===== src/rtl/pwm_capture_if.sv =====
// pwm_capture_if
//  Bundles the PWM input line and the measurement results of pwm_capture.
//  Signals:
//    pwm_in        raw, asynchronous PWM line (driven by the environment)
//    width         high time of the last valid frame, clk cycles
//    period        rise-to-rise period of the last valid frame, clk cycles
//    sample_valid  1-cycle strobe: width/period/pos_char updated
//    frame_err     1-cycle strobe: frame rejected, period out of range
//    signal_lost   level: no edge seen for the timeout interval
//    pos_char      ASCII position code "I"/"P"/"E"/"T", or "?"
//    settled       level: width unchanged over several valid frames
//  Modports:
//    slave   the capture block (consumes pwm_in, produces results)
//    master  the environment (drives pwm_in, consumes results)
`timescale 1ns/1ps

interface pwm_capture_if #(
  parameter int CNT_W = 26
);
  logic             pwm_in;
  logic [CNT_W-1:0] width;
  logic [CNT_W-1:0] period;
  logic             sample_valid;
  logic             frame_err;
  logic             signal_lost;
  logic [7:0]       pos_char;
  logic             settled;

  modport slave (
    input  pwm_in,
    output width, period, sample_valid, frame_err, signal_lost, pos_char, settled
  );

  modport master (
    output pwm_in,
    input  width, period, sample_valid, frame_err, signal_lost, pos_char, settled
  );
endinterface


===== src/rtl/pwm_capture.sv =====
// pwm_capture
//  Receive-side monitor for a 50 Hz servo PWM line. The raw line is
//  synchronised, its edges detected, and each rise-to-rise frame is measured
//  for high time and period. Frames with a period inside the accepted window
//  update the results and the servo position code; others raise frame_err.
//  A line with no edges for TIMEOUT_COUNT cycles is flagged as lost.
//  Ports:
//    clk    system clock (27 MHz nominal)
//    rst_n  asynchronous active-low reset, released synchronously by the system
//    bus    pwm_capture_if.slave: pwm_in in, measurement results out
`timescale 1ns/1ps

module pwm_capture #(
  parameter int CNT_W         = 26,
  parameter int MIN_PERIOD    = 530_000,
  parameter int MAX_PERIOD    = 550_000,
  parameter int TIMEOUT_COUNT = 1_080_000,
  parameter int TOL           = 150,
  parameter int IDLE_W        = 22_499,
  parameter int PRELOAD_W     = 30_499,
  parameter int DELIVERY_W    = 60_499,
  parameter int TOP_W         = 67_499,
  parameter int STABLE_FRAMES = 4
) (
  input logic           clk,
  input logic           rst_n,
  pwm_capture_if.slave  bus
);

  // ---------------------------------------------------------------------------
  // Constants, all sized to the counter width so comparisons are width-exact
  // ---------------------------------------------------------------------------
  localparam int STAB_W = $clog2(STABLE_FRAMES + 1);

  localparam logic [CNT_W-1:0]  CNT_MAX     = {CNT_W{1'b1}};
  localparam logic [CNT_W-1:0]  MIN_X       = CNT_W'(MIN_PERIOD);
  localparam logic [CNT_W-1:0]  MAX_X       = CNT_W'(MAX_PERIOD);
  localparam logic [CNT_W-1:0]  TMO_LAST    = CNT_W'(TIMEOUT_COUNT - 1);
  localparam logic [CNT_W-1:0]  IDLE_X      = CNT_W'(IDLE_W);
  localparam logic [CNT_W-1:0]  PRELOAD_X   = CNT_W'(PRELOAD_W);
  localparam logic [CNT_W-1:0]  DELIVERY_X  = CNT_W'(DELIVERY_W);
  localparam logic [CNT_W-1:0]  TOP_X       = CNT_W'(TOP_W);
  localparam logic [CNT_W:0]    TOL_X       = (CNT_W+1)'(TOL);
  localparam logic [STAB_W-1:0] STABLE_LAST = STAB_W'(STABLE_FRAMES - 1);

  localparam logic [7:0] CHAR_I    = 8'h49;  // "I" idle
  localparam logic [7:0] CHAR_P    = 8'h50;  // "P" preload
  localparam logic [7:0] CHAR_E    = 8'h45;  // "E" delivery
  localparam logic [7:0] CHAR_T    = 8'h54;  // "T" top
  localparam logic [7:0] CHAR_NONE = 8'h3F;  // "?" no match

  typedef enum logic [1:0] {
    ST_WAIT_RISE = 2'd0,
    ST_HIGH      = 2'd1,
    ST_LOW       = 2'd2
  } state_e;

  // ---------------------------------------------------------------------------
  // Helpers
  // ---------------------------------------------------------------------------
  function automatic logic [CNT_W-1:0] sat_inc(input logic [CNT_W-1:0] c);
    return (c == CNT_MAX) ? c : c + 1'b1;
  endfunction

  // Absolute difference taken one bit wider than the operands, so the larger
  // minus the smaller never underflows and no signed arithmetic is needed.
  function automatic logic near(input logic [CNT_W-1:0] w,
                                input logic [CNT_W-1:0] nom);
    logic [CNT_W:0] diff;
    diff = (w >= nom) ? ({1'b0, w} - {1'b0, nom}) : ({1'b0, nom} - {1'b0, w});
    return diff <= TOL_X;
  endfunction

  // First match wins, in idle / preload / delivery / top order.
  function automatic logic [7:0] classify(input logic [CNT_W-1:0] w);
    logic [7:0] c;
    c = CHAR_NONE;
    if      (near(w, IDLE_X))     c = CHAR_I;
    else if (near(w, PRELOAD_X))  c = CHAR_P;
    else if (near(w, DELIVERY_X)) c = CHAR_E;
    else if (near(w, TOP_X))      c = CHAR_T;
    return c;
  endfunction

  // ---------------------------------------------------------------------------
  // State
  // ---------------------------------------------------------------------------
  logic [1:0]        sync_q,        sync_d;
  logic              prev_q,        prev_d;
  logic [2:0]        prime_q,       prime_d;
  state_e            state_q,       state_d;
  logic [CNT_W-1:0]  hi_cnt_q,      hi_cnt_d;
  logic [CNT_W-1:0]  per_cnt_q,     per_cnt_d;
  logic [CNT_W-1:0]  width_tmp_q,   width_tmp_d;
  logic [CNT_W-1:0]  edge_idle_q,   edge_idle_d;
  logic [CNT_W-1:0]  width_q,       width_d;
  logic [CNT_W-1:0]  period_q,      period_d;
  logic              sample_valid_q, sample_valid_d;
  logic              frame_err_q,   frame_err_d;
  logic              signal_lost_q, signal_lost_d;
  logic [7:0]        pos_char_q,    pos_char_d;
  logic [STAB_W-1:0] stable_cnt_q,  stable_cnt_d;
  logic              settled_q,     settled_d;

  logic edges_on;
  logic rise;
  logic fall;
  logic any_edge;
  logic timeout;
  logic frame_ok;

  // The synchroniser and edge register come out of reset at 0. If the line is
  // already high at release, sync_q[1] rises before prev_q has caught up and
  // would look like a rising edge mid-frame. prime_q holds edge detection off
  // until prev_q reflects the pin, so a frame cut by reset is simply dropped.
  assign edges_on = prime_q[2];
  assign rise     = edges_on &  sync_q[1] & ~prev_q;
  assign fall     = edges_on & ~sync_q[1] &  prev_q;
  assign any_edge = rise | fall;

  // An edge in the same cycle as the timeout threshold wins.
  assign timeout  = ~any_edge && (edge_idle_q == TMO_LAST);

  // A saturated period counter is rejected even if MAX_PERIOD is all-ones.
  assign frame_ok = (per_cnt_q >= MIN_X) && (per_cnt_q <= MAX_X) && (per_cnt_q != CNT_MAX);

  // ---------------------------------------------------------------------------
  // Next-state logic
  // ---------------------------------------------------------------------------
  // NOTE: every _d gets a default before any branch, so no path can leave a
  // variable unassigned and infer a latch.
  always_comb begin
    sync_d         = {sync_q[0], bus.pwm_in};
    prev_d         = sync_q[1];
    prime_d        = {prime_q[1:0], 1'b1};
    state_d        = state_q;
    hi_cnt_d       = hi_cnt_q;
    per_cnt_d      = per_cnt_q;
    width_tmp_d    = width_tmp_q;
    edge_idle_d    = any_edge ? '0 : sat_inc(edge_idle_q);
    width_d        = width_q;
    period_d       = period_q;
    sample_valid_d = 1'b0;
    frame_err_d    = 1'b0;
    signal_lost_d  = signal_lost_q;
    pos_char_d     = pos_char_q;
    stable_cnt_d   = stable_cnt_q;

    unique case (state_q)
      ST_WAIT_RISE: begin
        // The first rise only arms measurement; there is no frame to close.
        hi_cnt_d  = '0;
        per_cnt_d = '0;
        if (rise) begin
          state_d   = ST_HIGH;
          hi_cnt_d  = CNT_W'(1);
          per_cnt_d = CNT_W'(1);
        end
      end

      ST_HIGH: begin
        hi_cnt_d  = sat_inc(hi_cnt_q);
        per_cnt_d = sat_inc(per_cnt_q);
        if (fall) begin
          state_d     = ST_LOW;
          width_tmp_d = hi_cnt_q;
        end
      end

      ST_LOW: begin
        per_cnt_d = sat_inc(per_cnt_q);
        if (rise) begin
          if (frame_ok) begin
            width_d        = width_tmp_q;
            period_d       = per_cnt_q;
            pos_char_d     = classify(width_tmp_q);
            sample_valid_d = 1'b1;
            signal_lost_d  = 1'b0;
            if (width_tmp_q != width_q)
              stable_cnt_d = '0;
            else if (stable_cnt_q < STABLE_LAST)
              stable_cnt_d = stable_cnt_q + 1'b1;
          end else begin
            frame_err_d  = 1'b1;
            stable_cnt_d = '0;
          end
          // This rise also opens the next frame, so back-to-back frames
          // lose no cycle.
          state_d   = ST_HIGH;
          hi_cnt_d  = CNT_W'(1);
          per_cnt_d = CNT_W'(1);
        end
      end

      default: begin
        state_d   = ST_WAIT_RISE;
        hi_cnt_d  = '0;
        per_cnt_d = '0;
      end
    endcase

    // Line stuck high or low: abandon the frame silently and re-arm.
    if (timeout) begin
      signal_lost_d = 1'b1;
      stable_cnt_d  = '0;
      pos_char_d    = CHAR_NONE;
      state_d       = ST_WAIT_RISE;
      hi_cnt_d      = '0;
      per_cnt_d     = '0;
    end

    // Derived from the next count so settled drops in the same cycle the
    // differing width is presented.
    settled_d = (stable_cnt_d >= STABLE_LAST);
  end

  // ---------------------------------------------------------------------------
  // Registers
  // ---------------------------------------------------------------------------
  // NOTE: sequential state uses non-blocking assignments only, so every flop
  // samples the values from before this edge regardless of statement order.
  always_ff @(posedge clk or negedge rst_n) begin
    if (!rst_n) begin
      sync_q         <= '0;
      prev_q         <= 1'b0;
      prime_q        <= '0;
      state_q        <= ST_WAIT_RISE;
      hi_cnt_q       <= '0;
      per_cnt_q      <= '0;
      width_tmp_q    <= '0;
      edge_idle_q    <= '0;
      width_q        <= '0;
      period_q       <= '0;
      sample_valid_q <= 1'b0;
      frame_err_q    <= 1'b0;
      signal_lost_q  <= 1'b1;
      pos_char_q     <= CHAR_NONE;
      stable_cnt_q   <= '0;
      settled_q      <= 1'b0;
    end else begin
      sync_q         <= sync_d;
      prev_q         <= prev_d;
      prime_q        <= prime_d;
      state_q        <= state_d;
      hi_cnt_q       <= hi_cnt_d;
      per_cnt_q      <= per_cnt_d;
      width_tmp_q    <= width_tmp_d;
      edge_idle_q    <= edge_idle_d;
      width_q        <= width_d;
      period_q       <= period_d;
      sample_valid_q <= sample_valid_d;
      frame_err_q    <= frame_err_d;
      signal_lost_q  <= signal_lost_d;
      pos_char_q     <= pos_char_d;
      stable_cnt_q   <= stable_cnt_d;
      settled_q      <= settled_d;
    end
  end

  // ---------------------------------------------------------------------------
  // Outputs, all straight from flops
  // ---------------------------------------------------------------------------
  assign bus.width        = width_q;
  assign bus.period       = period_q;
  assign bus.sample_valid = sample_valid_q;
  assign bus.frame_err    = frame_err_q;
  assign bus.signal_lost  = signal_lost_q;
  assign bus.pos_char     = pos_char_q;
  assign bus.settled      = settled_q;

endmodule


===== src/flat_wrapper.sv =====
// flat-port wrapper written by rule: the top's interface ports become plain ports
module pwm_capture_flat 
#(
  parameter int CNT_W         = 26,
  parameter int MIN_PERIOD    = 530_000,
  parameter int MAX_PERIOD    = 550_000,
  parameter int TIMEOUT_COUNT = 1_080_000,
  parameter int TOL           = 150,
  parameter int IDLE_W        = 22_499,
  parameter int PRELOAD_W     = 30_499,
  parameter int DELIVERY_W    = 60_499,
  parameter int TOP_W         = 67_499,
  parameter int STABLE_FRAMES = 4
)
  (clk, rst_n, bus_pwm_in, bus_width, bus_period, bus_sample_valid, bus_frame_err, bus_signal_lost, bus_pos_char, bus_settled);
  pwm_capture_if #(.CNT_W(CNT_W)) bus_i ();
  input logic clk;
  input logic rst_n;
  input wire logic [$bits(bus_i.pwm_in)-1:0] bus_pwm_in;
  output wire logic [$bits(bus_i.width)-1:0] bus_width;
  output wire logic [$bits(bus_i.period)-1:0] bus_period;
  output wire logic [$bits(bus_i.sample_valid)-1:0] bus_sample_valid;
  output wire logic [$bits(bus_i.frame_err)-1:0] bus_frame_err;
  output wire logic [$bits(bus_i.signal_lost)-1:0] bus_signal_lost;
  output wire logic [$bits(bus_i.pos_char)-1:0] bus_pos_char;
  output wire logic [$bits(bus_i.settled)-1:0] bus_settled;
  assign bus_i.pwm_in = bus_pwm_in;
  assign bus_width = bus_i.width;
  assign bus_period = bus_i.period;
  assign bus_sample_valid = bus_i.sample_valid;
  assign bus_frame_err = bus_i.frame_err;
  assign bus_signal_lost = bus_i.signal_lost;
  assign bus_pos_char = bus_i.pos_char;
  assign bus_settled = bus_i.settled;
  pwm_capture #(.CNT_W(CNT_W), .MIN_PERIOD(MIN_PERIOD), .MAX_PERIOD(MAX_PERIOD), .TIMEOUT_COUNT(TIMEOUT_COUNT), .TOL(TOL), .IDLE_W(IDLE_W), .PRELOAD_W(PRELOAD_W), .DELIVERY_W(DELIVERY_W), .TOP_W(TOP_W), .STABLE_FRAMES(STABLE_FRAMES)) u_core (.clk(clk), .rst_n(rst_n), .bus(bus_i));
endmodule

===== config.mk =====
export PLATFORM = sky130hd
export DESIGN_NAME = pwm_capture_flat
export DESIGN_NICKNAME = d
export VERILOG_FILES = /design/src/rtl/pwm_capture_if.sv /design/src/rtl/pwm_capture.sv /design/src/flat_wrapper.sv
export SDC_FILE = /design/constraint.sdc
export NUM_CORES = 1
export LEC_CHECK = 0
export ABC_AREA = 1
export BUFFER_PORTS_ARGS = -buffer_cell sky130_fd_sc_hd__buf_2
export CAP_MARGIN = 15
export CORE_ASPECT_RATIO = 1.75
export CORE_MARGIN = 8
export CORE_UTILIZATION = 35
export CTS_CLUSTER_DIAMETER = 50
export DETAILED_ROUTE_END_ITERATION = 16
export PLACE_DENSITY_LB_ADDON = 0.1
export SETUP_SLACK_MARGIN = 0.4
export SYNTH_ARGS = -nofsm -noshare
export SYNTH_HDL_FRONTEND = slang
export SYNTH_SLANG_ARGS = --single-unit
export TNS_END_PERCENT = 10

===== constraint.sdc =====
create_clock -name clk -period 3.9 [get_ports clk]
set_input_delay 0.975 -clock clk [delete_from_list [all_inputs] [get_ports clk]]
set_output_delay 0.975 -clock clk [all_outputs]
set_load 0.1 [all_outputs]

* Word level (Yosys, flattened, before mapping)
Index checks and enable logic that the tools add are counted.
Widths: inputs -> output; s select.
** Storage, ports and cells
- Input bits :: 3
- Word-level logic and storage cells :: 117
- Flip-flop bits (word level) :: 179
- Output and inout bits :: 64
** Operators by class
- Magnitude comparators :: 12
- Equal/unequal tests :: 13
- Bitwise operators :: 8
- Add/sub/neg operators :: 12
- Reductions and logical operators :: 13
- Muxes and demuxes :: 43
** Operators with widths (number)
- $mux 26 :: 8
- $pmux 26 s3 :: 2
- $le 27x8->1 const B :: 4
- $mux 27 :: 4
- $add 26x1->26 const B :: 3
- $eq 26x26->1 const B :: 3
- $mux 8 :: 7
- $sub 15x26->27 const A :: 2
- $sub 26x15->27 const B :: 2
- $ge 26x15->1 const B :: 2
- $sub 16x26->27 const A :: 1
- $sub 17x26->27 const A :: 1
- $sub 26x16->27 const B :: 1
- $sub 26x17->27 const B :: 1
- $eq 26x21->1 const B :: 1
- $ge 26x16->1 const B :: 1
- $ge 26x17->1 const B :: 1
- $ge 26x20->1 const B :: 1
- $le 26x20->1 const B :: 1
- $ne 26x26->1 :: 1
- $ne 26x26->1 const B :: 1
- $mux 3 :: 6
- $mux 1 :: 11
- $ne 3x1->1 const B :: 3
- other kinds (19) :: 33

* Depth between registers and ports, before layout
- Depth after elaboration :: 11
- Depth in mapped cells :: 23

* Worst setup path after synthesis
No wires, ideal clock.
- Path kind :: register -> register
- Start point :: reg u_core.width_tmp_q[3]
- End point :: reg u_core.pos_char_q[6], in the netlist u_core.bus.pos_char[6]
- Stages on the path, launching flop included :: 22
- Clock period less this slack :: 2.414 ns
- Setup slack :: 1.486 ns
- Path buffers :: 1
- Arrival time :: 2.345 ns
- Library setup time :: 0.069 ns
- Path through :: dfrtp_1 buf_2 inv_1 ha_1 nand2_1 nand2_1 nand2_1 nand2_1 nand4_1 nand2_1 inv_1 nand2_1 nand2_1 nand2_1 nand2_1 nor2_1 nand3_1 a21oi_1 nand2_1 nand4_1 nand2_1 nand2_1
** Between the ends
- Longest elaborated chain between the ends :: 11
- Elaborated cells between the ends (all ways) :: 28
- Those cells by class :: 8 x add/sub; 8 x order compare; 12 x mux
** RTL lines
- start, declared :: line pwm_capture.sv:94 : logic [CNT_W-1:0] width_tmp_q, width_tmp_d;
- start signal, assigned :: line pwm_capture.sv:247 : width_tmp_q <= width_tmp_d;
- $sub 17x26->27 (tied with other cells) :: line pwm_capture.sv:70 : diff = (w >= nom) ? ({1'b0, w} - {1'b0, nom}) : ({1'b0, nom} - {1'b0, w});
- $mux 27 :: line pwm_capture.sv:70
- $le 27x8->1 :: line pwm_capture.sv:71 : return diff <= TOL_X;
- $mux 7 :: line pwm_capture.sv:81 : else if (near(w, TOP_X)) c = CHAR_T;
- $mux 8 :: line pwm_capture.sv:80 : else if (near(w, DELIVERY_X)) c = CHAR_E;
- $mux 8 :: line pwm_capture.sv:79 : else if (near(w, PRELOAD_X)) c = CHAR_P;
- $mux 8 (*) :: line pwm_capture.sv:78 : if (near(w, IDLE_X)) c = CHAR_I;
- $mux 8 (*) :: line pwm_capture.sv:173 : if (frame_ok) begin
- $mux 8 (*) :: line pwm_capture.sv:172 : if (rise) begin
- $mux 8 (*) :: line pwm_capture.sv:149 : unique case (state_q)
- $mux 8 (*) :: line pwm_capture.sv:203 : if (timeout) begin
- end signal, assigned :: line pwm_capture.sv:254 : pos_char_q <= pos_char_d;
- end, declared :: line pwm_capture.sv:101 : logic [7:0] pos_char_q, pos_char_d;
Mark *: on every way between the ends. The rest lies on a longest branch, timed or not. The select of a mux whose other input is x is not followed.
A chain may end at the register's enable or synchronous reset.

* Worst setup path after layout
- Start point :: reg u_core.width_tmp_q[22]
- End point :: reg u_core.pos_char_q[6], in the netlist u_core.bus.pos_char[6]
The elaborated chain is that of the path after synthesis.

==> results by group <==
STA
  – Hold Vio Cnt, Final: 0
  – Final Max Tran Viols: 0
  – Endpoints failing setup: 0
  – Final clock skew: 0.01545 ns
  – Final setup TNS: 0 ns
  – Maximum clock rate: roughly 300 MHz
  – WHS: 0.3567 ns
  – Slew @ Worst Pin: slightly below 0.8 ns
  – Final Cycle Share: ~85%
  – RSZ-0062 raised after global routing: false
  – Post-layout min period: 3.312 ns
  – Rel. slew slack: 47.72%

Min path
  – Hold depth: 0
  – Worst hold path class: flop to flop

Synthesis
  – Sequential area share after synthesis: 32.59%
  – Asr flop ratio synth: 100.0%
  – Synthesis Warnings: 0
  – Synthesized Nets: between 2000 and 2500
  – Top_reg_cell synth: dfrtp_1
  – Post-synth EDFFs: 0
  – Synth Instances: 2170
  – Seq cells post-synth: 177
  – Yosys cell types: 52
  – Synth area leader: dfrtp_1
  – Syn avg cell area: 6.274 um2
  – Area contributors post-synth: dfrtp_1 31%, nand2_1 19%, nor2_1 7.3%
  – Cell area after synthesis: 13610 um2
  – Area share of the largest cell type after synthesis: 31.43%

Detailed routing
  – Vias per inst: ~5.4
  – Routed WL: slightly above 60000 um
  – DRC: 0
  – Starting DRT DRC Count: 904
  – Vias after detailed routing: 14920
  – Drt wl/cell: 22.37 um
  – ANT nets after route: 0
  – Detailed Routing Iterations Pass 1: 7

GRT
  – Vias in the first global route: around 15000
  – Global routing usage on met3: 3.036%
  – Global-route wire length before repair: 92830 um
  – GR Util met1: 26.46%
  – Total global routing track utilization: 27.45%
  – Initial antenna violation count: 0
  – Busiest grt layer: met2
  – Largest net degree at the start of global routing: 90
  – GR Util met2: 50.73%
  – Grt ovf: 0

Clock network
  – Clock Sinks: 177
  – Max Root-Sink Buffers: 2
  – Clock slew seen by the registers of the worst setup and hold paths: 0.08 ns
  – Cts bufs inserted: 17
  – Worst skew pair latency: ~0.46 ns
  – CTS H-tree depth: 4
  – CTS tree: done
  – Hold_buf cts: 0
  – Root buffer cell: clkbuf_16

Layout
  – Register Area: 4442 um2
  – Layout area overhead: 14.88%
  – FILL cells: roughly 4300
  – Commonest non-fill, non-tap cells in the layout: 684 x nand2_1, 261 x nor2_1, 240 x inv_1
  – Design area: roughly 16000 um2
  – Most common cell after layout, fill and taps aside: nand2_1
  – Area of the multi-input gates: 7886 um2
  – Share of cells above drive strength 1: 11.86%
  – Antenna diodes: 0
  – Layout Nets: between 2000 and 2500

Floorplanning
  – Die Span Y: 276.9 um
  – Die area: 45710 um2
  – I/O pins: 67
  – Placeable core area: between 30000 and 40000 um2
  – Die W: between 150 and 200 um
  – Starting density of the core: a little over a third
  – Core Rows: 95

Job
  – MaxCap Viol Count: 0

Setup path
  – R2R depth: 19
  – CP arrival: 3.66 ns
  – Setup crit start kind: flop
  – Max FO, Critical Path: 11
  – Worst Setup End Kind: flop
  – Crit path kind: flop to flop
  – Worst EP required: between 4 and 5 ns

Placement
  – # port buffers: 65
  – Placed inst area: 14990 um2
  – HPWL after DPL: 49760 um
  – GP Congestion: 1.040

Outcome
  – Outcome: complete, no violations

Power and ir drop
  – Pwr dens: 442.1 nW/um2
  – Peak supply drop: 0.3129 mV
  – P_leak: 7.930 nW
-- worst max-delay path, cell delays in order, from the launching register on --
cell and delay, ns:
dfrtp_1 0.53, nor2_1 0.25, nand2_1 0.23, nor2_4 0.25
nand2_2 0.16, nor2_4 0.20, nor2_8 0.08, nand2_4 0.15
buf_4 0.22, nand3_1 0.09, nand2_1 0.09, nand2_1 0.14
nand2_1 0.10, nor2_1 0.05, nand2_1 0.09, nor2_1 0.05
nand2_1 0.19, nand4_1 0.17, nand2_1 0.09, nand2_1 0.05
-- routing by layer --
layer | routed length (um) | vias up | share of wire, %
li1 | - | 7211 | -
met1 | 21400 | 7078 | 34
met2 | 33260 | 427 | 53
met3 | 2060 | 207 | 3.3
met4 | 5635 | 0 | 9.0
met5 | 0 | - | 0
-- report_power, final --
part           total, mW  switching (mW)  internal (mW)
combinational       3.18            2.21          0.971
clock               1.75           0.889          0.862
sequential          1.98          0.0794           1.90
-- kinds of logic after synthesis --
| logic type | count (synthesis) | synth area share [%] |
|---|---|---|
| compound gates | 277 | 10.96 |
| fa+ha+maj | 11 | 1.011 |
| simple gates | 1309 | 41.17 |
| flops | 177 | 32.59 |
| other cells | 2 | 0.05516 |
| buf+inv | 326 | 9.834 |
| xor+xnor | 68 | 4.375 |
-- final cells by class --
cell class,instances,share of cell area (%)
well taps,485,3.880
inverters,254,6.104
multi-input cells,1667,50.42
flip-flops and latches,177,28.40
clock inverters,15,1.016
clock buffers,17,2.720
repair buffers,172,7.456
-- synthesized netlist by cell type (all sizes together), types with 3 or more instances --
cell	number
xor2	51
nand3b	5
a21oi	85
nand4	50
clkinv	4
nor4	18
a22oi	3
nand2	694
dfstp	6
o211ai	3
nand3	190
nor2	287
nor3b	4
and3	3
a2bb2oi	3
buf	41
nor3	47
dfrtp	171
inv	250
ha	11
xnor2	17
clkbuf	31
o21a	4
o21ai	152
a211oi	10
a31oi	6
or2	9
-- sequential cells by signal, indices dropped and copies added, names as in the netlist --
register / count
u_core.bus.period: 26
u_core.bus.width: 26
u_core.edge_idle_q: 26
u_core.hi_cnt_q: 26
u_core.per_cnt_q: 26
u_core.width_tmp_q: 26
u_core.bus.pos_char: 6
u_core.prime_q: 3
u_core.stable_cnt_q: 3
u_core.state_q: 2
u_core.sync_q: 2
u_core.bus.frame_err: 1
u_core.bus.sample_valid: 1
u_core.bus.settled: 1
u_core.bus.signal_lost: 1
u_core.prev_q: 1
-- final timing paths --
path | start | to | slack [ns]
setup / recovery | u_core.width_tmp_q[22] | u_core.bus.pos_char[6] | 0.59
hold / removal | u_core.prime_q[1] | u_core.prime_q[2] | 0.36
setup reg to reg | u_core.width_tmp_q[22] | u_core.bus.pos_char[6] | 0.59
hold reg to reg | u_core.prime_q[1] | u_core.prime_q[2] | 0.36
max in group asynchronous | rst_n | u_core.width_tmp_q[25] | 2.40
min in group asynchronous | rst_n | u_core.per_cnt_q[15] | 0.57
-- through the flow --
stage          worst slack (ns)  util (%)  power, mW  cells
2_1_floorplan             1.486         -      3.962   2170
3_3_place_gp             0.4470     39.05      5.166   2753
3_5_place_dp             0.4255     39.05      5.151   2753
4_1_cts                  0.4003     40.57      6.928   2785
5_1_grt                  0.4001     40.74      7.335   2787
6_report                 0.5881     40.74      6.914   2787
-- timing repair --
item                                    CTS  global route
resized for setup                         0            17
buffers inserted                          0             2
endpoints found under the setup margin    0             6
Note: power is estimated with default switching activity, not from simulation.
